File: src/rtl/ibus_dbus_arbiter.sv
// Two-port (fetch/data) to single downstream bus arbiter with one transaction
// in flight, fetch starvation protection and combinational handshake pass-through.
`timescale 1ns/1ps
module ibus_dbus_arbiter #(
  parameter int unsigned STARVE_LIMIT = 4,
  parameter bit          DATA_PRIO    = 1'b1
) (
  input  logic        clk,
  input  logic        reset,
  input  logic        ireq_valid,
  input  logic [63:0] ireq_addr,
  output logic        iresp_addr_ok,
  output logic        iresp_data_ok,
  output logic [31:0] iresp_data,
  input  logic        dreq_valid,
  input  logic [63:0] dreq_addr,
  input  logic [2:0]  dreq_size,
  input  logic [7:0]  dreq_strobe,
  input  logic [63:0] dreq_data,
  output logic        dresp_addr_ok,
  output logic        dresp_data_ok,
  output logic [63:0] dresp_data,
  output logic        mreq_valid,
  output logic [63:0] mreq_addr,
  output logic [2:0]  mreq_size,
  output logic [7:0]  mreq_strobe,
  output logic [63:0] mreq_data,
  input  logic        mresp_addr_ok,
  input  logic        mresp_data_ok,
  input  logic [63:0] mresp_data
);

  localparam logic [3:0] LIMIT = 4'(STARVE_LIMIT);

  typedef enum logic [2:0] {IDLE, I_ADDR, I_DATA, D_ADDR, D_DATA} state_e;

  state_e      state_q, state_d;
  logic [63:0] addr_q, addr_d;
  logic [63:0] data_q, data_d;
  logic [2:0]  size_q, size_d;
  logic [7:0]  strobe_q, strobe_d;
  logic [3:0]  starve_q, starve_d;
  logic        fetch_wins;
  logic        fetch_txn;
  logic        addr_ok;
  logic        data_ok;

  always_comb begin
    state_d    = state_q;
    addr_d     = addr_q;
    data_d     = data_q;
    size_d     = size_q;
    strobe_d   = strobe_q;
    starve_d   = starve_q;
    addr_ok    = 1'b0;
    data_ok    = 1'b0;
    fetch_wins = ireq_valid && (!dreq_valid || (starve_q == LIMIT) || !DATA_PRIO);

    case (state_q)
      IDLE: begin
        if (ireq_valid || dreq_valid) begin
          if (fetch_wins) begin
            state_d  = I_ADDR;
            addr_d   = ireq_addr;
            size_d   = 3'd2;
            strobe_d = '0;
            data_d   = '0;
            starve_d = '0;
          end else begin
            state_d  = D_ADDR;
            addr_d   = dreq_addr;
            size_d   = dreq_size;
            strobe_d = dreq_strobe;
            data_d   = dreq_data;
            // only a lost tie counts; a lone data request leaves the count alone
            if (ireq_valid && (starve_q < LIMIT)) starve_d = starve_q + 4'd1;
          end
        end
      end
      I_ADDR, D_ADDR: begin
        addr_ok = mresp_addr_ok;
        data_ok = mresp_addr_ok && mresp_data_ok;
        if (data_ok)      state_d = IDLE;
        else if (addr_ok) state_d = (state_q == I_ADDR) ? I_DATA : D_DATA;
      end
      I_DATA, D_DATA: begin
        data_ok = mresp_data_ok;
        if (data_ok) state_d = IDLE;
      end
      default: state_d = IDLE;
    endcase
  end

  always_ff @(posedge clk or negedge reset) begin
    if (!reset) begin
      state_q  <= IDLE;
      addr_q   <= '0;
      data_q   <= '0;
      size_q   <= '0;
      strobe_q <= '0;
      starve_q <= '0;
    end else begin
      state_q  <= state_d;
      addr_q   <= addr_d;
      data_q   <= data_d;
      size_q   <= size_d;
      strobe_q <= strobe_d;
      starve_q <= starve_d;
    end
  end

  always_comb begin
    fetch_txn     = (state_q inside {I_ADDR, I_DATA});
    mreq_valid    = (state_q inside {I_ADDR, D_ADDR});
    mreq_addr     = addr_q;
    mreq_size     = size_q;
    mreq_strobe   = strobe_q;
    mreq_data     = data_q;
    iresp_addr_ok = fetch_txn && addr_ok;
    iresp_data_ok = fetch_txn && data_ok;
    dresp_addr_ok = !fetch_txn && addr_ok;
    dresp_data_ok = !fetch_txn && data_ok;
    // data paths are gated so nothing leaks out while reset is held
    iresp_data    = !reset ? '0 : (addr_q[2] ? mresp_data[63:32] : mresp_data[31:0]);
    dresp_data    = !reset ? '0 : mresp_data;
  end

endmodule

File: config.mk
export PLATFORM = sky130hd
export DESIGN_NAME = ibus_dbus_arbiter
export DESIGN_NICKNAME = d
export VERILOG_FILES = /design/src/rtl/ibus_dbus_arbiter.sv
export SDC_FILE = /design/constraint.sdc
export NUM_CORES = 1
export LEC_CHECK = 0
export CORE_AREA = 5 5 198 200
export DETAILED_ROUTE_END_ITERATION = 7
export DIE_AREA = 0 0 203 205
export GPL_TIMING_DRIVEN = 0
export SLEW_MARGIN = 25
export SYNTH_ARGS = -nofsm -noshare
export SYNTH_HDL_FRONTEND = slang
export SYNTH_SLANG_ARGS = --single-unit
File: constraint.sdc
create_clock -name clk -period 2.05 [get_ports clk]
set_input_delay 0.205 -clock clk [delete_from_list [all_inputs] [get_ports clk]]
set_output_delay 0.205 -clock clk [all_outputs]
set_load 0.01 [all_outputs]
==> flow_metrics.py <==
metrics = {
    "outcome": {
        "status": "finished clean",
    },
    "yosys": {
        "synth.distinct_cells": 34,
        "synth_compound_area_share_pct": 19.4,
        "synth_most_common_cell": "dfrtp_1",
        "syn-num-nets": 993,
        "synth_warnings": 0,
        "ys_ff_latch": 146,
        "synth_fa_ha_area_share_pct": 0.353,
        "synth_edf_count": 0,
        "synth_top_family_by_area": "compound AO/OA/AOI/OAI gates",
        "synth_simple_gate_area_share_pct": 17.6,
        "yosysTopAreaCellShare_pct": 51.6,
        "ys_top_cells_by_area": "dfrtp_1, a22o_1, a21oi_1",
        "synth-xor-area-share_pct": 0.124,
        "ys.flop_type": "dfrtp_1",
        "async_reset_ff_share_pct": 100,
        "synth_area_um2": 7090,
        "ys_seq_area_share_pct": 51.6,
        "synth_top_area_cell": "dfrtp_1",
        "syn_area_per_cell_um2": 9.87,
        "netlist_instances": 718,
        "synth.area.mux_share_pct": 4.84,
        "synth_commonest_cells": "dfrtp_1, a21oi_1, a22o_1",
    },
    "floorplan": {
        "design.core.area_um2": 37200,
        "initial_utilization_pct": 19.0,
        "die_w_um": 203,
        "rows": 71,
        "io_pins": 513,
        "dieHeight_um": 205,
        "die-area_um2": 41600,
    },
    "setup_path": {
        "path_buf_inv": 4,
        "slowest_delay_ps": 370,
        "required_ps": 2350,
        "cp.arrival_ps": 2270,
        "critical_path.startpoint": "starve_q[0]",
        "cp-start-kind": "register",
        "critPathCaptureType": "register",
        "cp_top_family": "buffers and inverters",
        "crit_type": "reg -> reg",
        "crit_path_top_delay_cell": "dfrtp_1",
        "critical_path.cell_chain": "inv_1 -> ha_1 -> and4b_1 -> or2_1 -> buf_6 -> buf_12 -> buf_6 -> a21oi_1 -> a21oi_1",
        "r2r-start": "starve_q[0]",
        "cp_max_fo": 10,
    },
    "hold_path": {
        "hold_class": "in -> reg",
        "hp-start": "ireq_valid",
    },
    "sta": {
        "period_minus_slack_ps": 1970,
        "clock_skew_ps": 13.1,
        "max_freq_mhz": 507,
        "setup_viol_count_final": 0,
        "timing.setup.tns_ps": 0,
        "tightest_slew_ps": 583,
        "finalCritPeriodShare_pct": 96.2,
        "final-hold-violation-count": 0,
        "slew_viol_final": 0,
        "slew_headroom_pct": 61.1,
        "rsz0062_at_grt": "true",
    },
    "clocking": {
        "h-tree-depth": 4,
        "numCtsBuffers": 17,
        "clockBufferDepth": 2,
        "path_clk_slew_ps": 70,
        "clock_sinks": 146,
        "cts_root_buf": "clkbuf_16",
        "cts_tree": "yes",
        "insertion_delay_ps": 420,
    },
    "drt": {
        "first_pass_iters": 4,
        "ant_nets": 0,
        "vias": 7613,
        "vias_per_cell": 4.35,
        "routed_wl_mm": 38.0,
        "dr.first_iter.drc_count": 297,
        "wl_per_cell_um": 21.7,
        "drc": 0,
    },
    "layout": {
        "nNetsFinal": 1531,
        "area_growth_pct": 92.3,
        "fin_area_um2": 13600,
        "drive_above_1_share_pct": 8.20,
        "fill_cells": 3805,
    },
    "global_routing": {
        "grt_max_degree": 85,
        "grt_pass1_wl_mm": 54.0,
        "grt.total_usage_pct": 17.3,
        "grt_pass1_vias": 8208,
        "antenna_found_initial": 10,
        "grt_overflow": 0,
    },
    "power_and_ir_drop": {
        "p_per_area_nw_per_um2": 1260,
        "power.leakage_uw": 0.00587,
        "total_power_uw": 17200,
        "ir_worst_vdd_mv": 0.685,
    },
    "placement": {
        "dpl.hpwl_mm": 30.0,
        "dpl_cell_area_um2": 12800,
        "place_congestion": 0.925,
        "io_buffers": 511,
    },
    "run": {
        "maxCapViolCount": 0,
    },
}
-- sequential cells by signal, indices dropped and copies added, names as in the netlist --
signal / cells
mreq_strobe: 8
starve_q: 4
state_q: 3
mreq_size: 3
mreq_data: 64
mreq_addr: 64
-- metrics by stage --
step                      cells  utilization (%)  hold slack (ps)  setup WS, ps
after detailed placement   1704             34.5              214          -643
after global routing       1751             36.6             87.7         -20.3
after CTS                  1742             36.4             58.8         -24.7
after floorplan             718                -            -90.6           336
final                      1751             36.6             83.0          78.8
after global placement     1703             34.4              488         -5970
-- path summary, 6_finish.rpt --
kind,to,slack [ps],cells past startpoint
max,mreq_addr[36],80,9
min,starve_q[2],80,3
max reg2reg,mreq_addr[36],80,9
min reg2reg,mreq_strobe[1],510,1
max in group asynchronous,mreq_data[3],930,4
min in group asynchronous,mreq_addr[2],410,3
-- final cells by class --
class	instances	area [um^2]	share of cell area [%]
Sequential cell	146	3650	26.8
Buffer	62	484	3.55
Inverter	3	11.3	0.0826
Clock buffer	18	439	3.22
Tap cell	474	593	4.35
Multi-Input combinational cell	506	3060	22.4
Clock inverter	14	145	1.07
Antenna cell	8	20.0	0.147
Timing Repair Buffer	520	5220	38.3
-- tightest hold or removal path, cell delays in order --
cell and delay, ps:
buf_6 110, nand4_1 70, o21ai_0 70
-- routing by layer --
layer / vias to the layer above / routed length [um] / global-route usage [%]
met1: 3653 / 14500 / 18.6
met3: 39 / 3110 / 5.95
met5: - / 34 / 0
met2: 372 / 19400 / 31.4
met4: 4 / 961 / 6.38
li1: 3545 / - / -
-- report_power, final --
part	leakage, uW	switching, uW	internal, uW
Combinational	0.00384	4190	4790
Clock	0.000284	1460	1750
Sequential	0.00175	780	4210
-- kinds of logic (layout without fill, tap and decap cells) --
family	after synthesis	in the layout
AOI/OAI and AO/OA	216	216
xor gates and xnor gates	1	1
adders and majority gates	2	2
buffers and inverters	66	617
DFF	146	146
muxes	34	34
other	0	8
and+or+nand+nor	253	253
-- cell usage in the layout (no fill, tap or decap), drive strengths merged, types with 2 or more instances in the layout --
cell	Yosys	layout
clkdlybuf4s50	0	474
dfrtp	146	146
a21oi	131	131
a22o	75	75
nor2	74	74
nand2	68	68
and2	64	64
clkbuf	24	47
buf	39	41
nor2b	36	36
dlygate4sd2	0	33
mux2i	32	32
inv	3	10
diode	0	8
o21ai	7	7
clkinv	0	4
mux2	2	2
or3	2	2
ha	2	2
clkinvlp	0	2
dlygate4sd3	0	2
dlymetal6s2s	0	2
nor3	2	2
-- timing repair --
action	CTS	global route
cloned	1	0
endpoints found under the hold margin	146	0
gates resized for setup	62	28
setup buffers	3	1
hold buffers	3	0
endpoints found under the setup margin	157	80
No activity file was read; power rests on OpenSTA's default activity.
